`config.mk`:
```
export PLATFORM = sky130hd
export DESIGN_NAME = bip2_control
export DESIGN_NICKNAME = d
export VERILOG_FILES = /design/src/rtl/bip2_pkg.sv /design/src/rtl/bip2_decoder.sv /design/src/rtl/bip2_control.sv
export SDC_FILE = /design/constraint.sdc
export NUM_CORES = 1
export LEC_CHECK = 0
export BUFFER_PORTS_ARGS = -buffer_cell sky130_fd_sc_hd__buf_4
export CORE_ASPECT_RATIO = 1.25
export CORE_MARGIN = 4
export CORE_UTILIZATION = 28
export DETAILED_ROUTE_END_ITERATION = 8
export PLACE_DENSITY_LB_ADDON = 0.05
export SLEW_MARGIN = 0
export SYNTH_ARGS = -nofsm -noshare
export SYNTH_HDL_FRONTEND = slang
export SYNTH_SLANG_ARGS = --single-unit
```
`constraint.sdc`:
```
create_clock -name i_clk -period 1.9 [get_ports i_clk]
set_input_delay 0 -clock i_clk [delete_from_list [all_inputs] [get_ports i_clk]]
set_output_delay 0 -clock i_clk [all_outputs]
set_load 0.05 [all_outputs]
```
`src/rtl/bip2_pkg.sv`:
```
// Shared opcodes, FSM encoding, datapath select codes and control payload for the BIP2 control unit.
package bip2_pkg;

    localparam int unsigned OP_W    = 5;
    localparam int unsigned CYCLE_W = 32;

    localparam logic [OP_W-1:0] OP_HLT  = 5'b00000;
    localparam logic [OP_W-1:0] OP_STO  = 5'b00001;
    localparam logic [OP_W-1:0] OP_LD   = 5'b00010;
    localparam logic [OP_W-1:0] OP_LDI  = 5'b00011;
    localparam logic [OP_W-1:0] OP_ADD  = 5'b00100;
    localparam logic [OP_W-1:0] OP_ADDI = 5'b00101;
    localparam logic [OP_W-1:0] OP_SUB  = 5'b00110;
    localparam logic [OP_W-1:0] OP_SUBI = 5'b00111;
    localparam logic [OP_W-1:0] OP_BEQ  = 5'b01000;
    localparam logic [OP_W-1:0] OP_BNE  = 5'b01001;
    localparam logic [OP_W-1:0] OP_JMP  = 5'b01010;

    localparam logic [1:0] SELA_RAM = 2'd0;
    localparam logic [1:0] SELA_IMM = 2'd1;
    localparam logic [1:0] SELA_ALU = 2'd2;
    localparam logic       SELB_RAM = 1'b0;
    localparam logic       SELB_IMM = 1'b1;
    localparam logic       ALU_ADD  = 1'b0;
    localparam logic       ALU_SUB  = 1'b1;

    typedef enum logic [1:0] {
        ST_FETCH = 2'd0,
        ST_WAIT  = 2'd1,
        ST_EXEC  = 2'd2,
        ST_HALT  = 2'd3
    } state_t;

    typedef struct packed {
        logic [1:0] sel_a;
        logic       sel_b;
        logic       wr_acc;
        logic       op;
        logic       wr_ram;
        logic       rd_ram;
    } ctrl_t;

endpackage

```
`src/rtl/bip2_decoder.sv`:
```
// Combinational instruction decode: datapath controls, branch-taken and halt flags, all idle outside EXEC.
module bip2_decoder
    import bip2_pkg::*;
#(
    parameter int unsigned OPLEN = 5
) (
    input  logic [OPLEN-1:0] opcode,
    input  logic             exec,
    input  logic             acc_zero,
    output ctrl_t            ctrl,
    output logic             branch_taken,
    output logic             is_halt
);

    always_comb begin
        ctrl         = '0;
        branch_taken = 1'b0;
        is_halt      = 1'b0;
        if (exec) begin
            case (opcode)
                OPLEN'(OP_HLT):  is_halt = 1'b1;
                OPLEN'(OP_STO):  ctrl.wr_ram = 1'b1;
                OPLEN'(OP_LD): begin
                    ctrl.rd_ram = 1'b1;
                    ctrl.sel_a  = SELA_RAM;
                    ctrl.wr_acc = 1'b1;
                end
                OPLEN'(OP_LDI): begin
                    ctrl.sel_a  = SELA_IMM;
                    ctrl.wr_acc = 1'b1;
                end
                OPLEN'(OP_ADD), OPLEN'(OP_SUB): begin
                    ctrl.rd_ram = 1'b1;
                    ctrl.sel_b  = SELB_RAM;
                    ctrl.op     = (opcode == OPLEN'(OP_SUB)) ? ALU_SUB : ALU_ADD;
                    ctrl.sel_a  = SELA_ALU;
                    ctrl.wr_acc = 1'b1;
                end
                OPLEN'(OP_ADDI), OPLEN'(OP_SUBI): begin
                    ctrl.sel_b  = SELB_IMM;
                    ctrl.op     = (opcode == OPLEN'(OP_SUBI)) ? ALU_SUB : ALU_ADD;
                    ctrl.sel_a  = SELA_ALU;
                    ctrl.wr_acc = 1'b1;
                end
                OPLEN'(OP_BEQ):  branch_taken = acc_zero;
                OPLEN'(OP_BNE):  branch_taken = ~acc_zero;
                OPLEN'(OP_JMP):  branch_taken = 1'b1;
                default: ;
            endcase
        end
    end

endmodule

```
`src/rtl/bip2_control.sv`:
```
// BIP2 control unit: fetch/wait/exec/halt sequencer with PC, IR and branch handling.
// Optional cycle counter for debug readout is enabled with BIP2_CTRL_CYCLE_CNT_EN.
module bip2_control
    import bip2_pkg::*;
#(
    parameter int unsigned OPLEN = 5,
    parameter int unsigned ADDR  = 11,
    parameter int unsigned IBITS = OPLEN + ADDR
) (
    input  logic             i_clk,
    input  logic             i_rst,
    input  logic [IBITS-1:0] i_instdata,
    input  logic             i_inst_valid,
    input  logic             i_acc_zero,
    output logic             o_fetch,
    output logic [ADDR-1:0]  o_addr_pm,
    output logic [ADDR-1:0]  o_operand,
    output logic [1:0]       o_selA,
    output logic             o_selB,
    output logic             o_wrAcc,
    output logic             o_op,
    output logic             o_wrRam,
    output logic             o_rdRam,
    output logic             o_halt
`ifdef BIP2_CTRL_CYCLE_CNT_EN
   ,output logic [CYCLE_W-1:0] o_cycles
`endif
);

    state_t            state, state_d;
    logic [ADDR-1:0]   pc, pc_d;
    logic [IBITS-1:0]  ir, ir_d;
    ctrl_t             ctrl;
    logic              branch_taken;
    logic              is_halt;
    logic [ADDR-1:0]   operand;

    assign operand = ir[ADDR-1:0];

    bip2_decoder #(
        .OPLEN (OPLEN)
    ) u_decoder (
        .opcode       (ir[IBITS-1 -: OPLEN]),
        .exec         (state == ST_EXEC),
        .acc_zero     (i_acc_zero),
        .ctrl         (ctrl),
        .branch_taken (branch_taken),
        .is_halt      (is_halt)
    );

    always_ff @(posedge i_clk or negedge i_rst) begin
        if (!i_rst) begin
            state <= ST_FETCH;
            pc    <= '0;
            ir    <= '0;
        end else begin
            state <= state_d;
            pc    <= pc_d;
            ir    <= ir_d;
        end
    end

    // Next state; the PC only moves on the edge that ends EXEC (HLT leaves it on the halting instruction)
    always_comb begin
        state_d = state;
        pc_d    = pc;
        ir_d    = ir;
        case (state)
            ST_FETCH: state_d = ST_WAIT;
            ST_WAIT: begin
                if (i_inst_valid) begin
                    ir_d    = i_instdata;
                    state_d = ST_EXEC;
                end
            end
            ST_EXEC: begin
                if (is_halt) begin
                    state_d = ST_HALT;
                end else begin
                    state_d = ST_FETCH;
                    pc_d    = branch_taken ? operand : pc + ADDR'(1);
                end
            end
            ST_HALT: state_d = ST_HALT;
            default: state_d = ST_FETCH;
        endcase
    end

    assign o_fetch   = (state == ST_FETCH);
    assign o_halt    = (state == ST_HALT);
    assign o_addr_pm = pc;
    assign o_operand = operand;
    assign o_selA    = ctrl.sel_a;
    assign o_selB    = ctrl.sel_b;
    assign o_wrAcc   = ctrl.wr_acc;
    assign o_op      = ctrl.op;
    assign o_wrRam   = ctrl.wr_ram;
    assign o_rdRam   = ctrl.rd_ram;

`ifdef BIP2_CTRL_CYCLE_CNT_EN
    logic [CYCLE_W-1:0] cycles;

    // Saturating run-time counter, frozen once halted
    always_ff @(posedge i_clk or negedge i_rst) begin
        if (!i_rst) begin
            cycles <= '0;
        end else if (state != ST_HALT && cycles != '1) begin
            cycles <= cycles + CYCLE_W'(1);
        end
    end

    assign o_cycles = cycles;
`endif

endmodule
```
==> metrics.md <==
| Metric | Value |
|---|---|
| Status | completed |
| Tot GR Track Use | 13.00% |
| Pwr Density | 530.0 mW/mm2 |
| CTS Buffer Depth | 2 |
| Drt first pass iters | 4 |
| Critical Path Source Type | register |
| Min Tclk post-route | 1.819 ns |
| Drt wl/cell | 14.42 um |
| Worst-Margin Slew | 0.3759 ns |
| IO Pins | 51 |
| CP startpoint | state[0]$_DFFE_PN0P_ |
| Final Wtd Congestion | 0.7444 |
| Crit path max-delay family | simple AND/OR/NAND/NOR gates |
| CP Max Fanout | 4 |
| Critical Path AT | 1.82 ns |
| CP bufs+invs | 2 |
| Setup_tns | 0 ns |
| Post-synth ARST share | 100.0% |
| H-tree levels | 2 |
| Clock Sinks | 29 |
| RSZ-0062 raised after global routing | no |
| Slew Limit Fails | 0 |
| P&R area growth vs syn | 45.51% |
| Largest net degree at the start of global routing | 30 |
| Area leader, netlist | dfrtp_1 |
| Detailed Place HPWL | 3046 um |
| Peak supply drop | 0.0002635 V |
| Final WL | 4038 um |
| Global-route wire length before repair | 6989 um |
| Post-synth cell types | 39 |
| Worst reg2reg path depth | 4 |
| Synth Instances | 146 |
| Post-synth EDFFs | 0 |
| Filler cells | 543 |
| Top routing layer in use | met4 |
| Max Clk Rate | 0.5498 GHz |
| Crit Reg-Reg Startpoint | ir[12]$_DFFE_PN0P_ |
| Mean Syn Cell Area | 10.98 um2 |
| Cell area after synthesis | 0.001603 mm2 |
| Layout cell share with drive strength beyond 1 | 45.37% |
| Met3 routed WL | 240 um |
| WP depth | 6 |
| End of the critical path | o_selA[0] |
| CTS tree | done |
| Met2 WL post-DR | 2061 um |
| Number of nets with antenna violations after routing | 0 |
| Critical Path RT | 1.90 ns |
| Core area | 0.005480 mm2 |
| GRT Residual Overflow | 0 |
| Warnings, synthesis | 0 |
| Main synth FF type | dfrtp_1 |
| Number of global-route vias before repair | 1408 |
| CP Cell Sequence | or3b_4 -> buf_4 -> nor2_4 -> nand2_2 -> nor3b_2 -> buf_6 |
| Area occupied by multi-input gates | 752.0 um2 |
| CTS buffer count | 5 |
| Vias | 1350 |
| Worst Setup End Kind | primary output |
| Sequential area share after synthesis | 45.28% |
| Period utilization | 95.72% |
| Root buf cell | clkbuf_8 |
| Nets@finish | 237 |
| Min-delay worst type | in2async |
| Row cnt | 30 |
| Reg2reg setup slack | 0.14 ns |
| Leakage | 1.145 nW |
| Share of the synthesized area in the top cell type | 45.28% |
| Ranking of synthesized cells by area | dfrtp_1 45%, mux2_2 11%, buf_4 5.2%, mux2i_1 4.4%, a21oi_2 2.2% |
| Met1 WL | 1668 um |
| Seq cells post-synth | 29 |
| Final setup margin | 0.08123 ns |
| Worst clock skew | 0.005368 ns |
| Slowest stage delay, CP | 0.43 ns |
| Die area | 0.007006 mm2 |
| Final core utilization | 42.56% |
| Final hold vios | 0 |
| Violation count after the first detailed-route iteration | 45 |
| IO buf count | 50 |
| Placement Setup Slack | 0.1476 ns |
| Max transition margin | 74.94% |
| WS Path Type | reg2out |
| Initial core utilization | 29.25% |
| Worst skew pair latency | 0.28 ns |
| DRC violations left | 0 |
| Chip Height | 92.59 um |
| Vias per Instance | 4.821 |
| Register Area | 725.7 um2 |
| Die Wd | 75.67 um |
| Slowest-stage cell, CP | or3b_4 |
| Antenna Cells | 0 |
| Critical R2R Capture | o_addr_pm[8]$_DFFE_PN0P_ |
| Syn_nets | 167 |
| Max-Cap Viols | 0 |
| Initial antenna violation count | 0 |
| Reg clk slew, reported paths | 0.06 ns |
| Final Setup Violations | 0 |
[layout by cell type, fill, tap and decap left out, drive strengths merged, types with 5 or more instances in the layout]
master / n
dlygate4sd3: 18
clkbuf: 7
inv: 5
buf: 63
mux2i: 7
mux2: 16
dfrtp: 29
nand2: 9
nand3: 7
and3: 5
a21oi: 6
[worst min-delay path by stage]
stage / from / to / slack, ns / cells past startpoint
2_1_floorplan: i_rst / ir[0]$_DFFE_PN0P_ / -0.30 / 0
3_3_place_gp: i_rst / ir[13]$_DFFE_PN0P_ / -0.04 / 1
3_5_place_dp: i_rst / ir[13]$_DFFE_PN0P_ / -0.05 / 1
4_1_cts: i_rst / ir[13]$_DFFE_PN0P_ / 0.20 / 2
5_1_grt: i_rst / ir[13]$_DFFE_PN0P_ / 0.22 / 2
6_report: i_rst / ir[13]$_DFFE_PN0P_ / 0.19 / 2
[report_power, final]
part	total, mW	internal (mW)	switching (mW)
sequential	0.623	0.620	0.00263
combinational	0.106	0.0617	0.0442
clock	0.507	0.287	0.221
[repair_timing]
item / in CTS / in global routing
gates resized for setup: 3 / 3
hold buffers: 18 / 0
setup endpoints to repair: 2 / 3
buffers inserted: 1 / 0
endpoints found under the hold margin: 46 / 0
gates cloned: 0 / 0
pin swaps: 1 / 2
[through the flow]
stage	hold slack [ns]	total power [mW]	std cells	cell area (um2)
after floorplan	-0.2956	0.6612	146	1624
after global placement	-0.04138	0.7109	254	2041
after detailed placement	-0.04815	0.7119	254	2041
after CTS	0.1971	1.266	280	2323
after global routing	0.2249	1.307	280	2332
final	0.1883	1.236	280	2332
[final cells by class]
cell class	count	area share [%]
clock buffer	7	3.702
sequential	29	31.12
multi-input combinational	94	32.24
timing repair buffer	81	28.70
tap	64	3.433
inverter	5	0.8047
[cell usage after synthesis, types with 3 or more instances]
library cell	count
nand4_1	3
and2_1	3
buf_4	11
a2bb2oi_1	4
a22oi_1	3
a21oi_2	4
dfrtp_1	29
mux2i_1	7
inv_1	5
o21ai_0	4
nor3_1	3
nor2_1	4
nand3_1	7
and3_1	5
nand2_1	9
mux2_2	16
[metal layers]
metal  vias to the layer above  track usage, %
li1                        660               -
met2                        34           21.40
met1                       649           15.60
met5                         -               0
met4                         0           5.685
met3                         7           3.257
[flip-flops by register name, indices dropped and copies added, names as in the netlist]
signal,flops
ir,16
state,2
o_addr_pm,11
[worst reg2reg max path, stage by stage, from the launching register on]
cell and delay [ns]:
dfrtp_1 0.38, or3b_1 0.44, a211oi_4 0.36, o21ai_0 0.16
a221o_1 0.31
[kinds of logic after synthesis]
logic type      share of synthesized area, %
fa+ha+maj                             0.7805
flops                                  45.28
buf+inv                                9.992
simple gates                           14.91
mux                                    15.61
compound gates                         13.43
No activity file was read; power rests on OpenSTA's default activity.
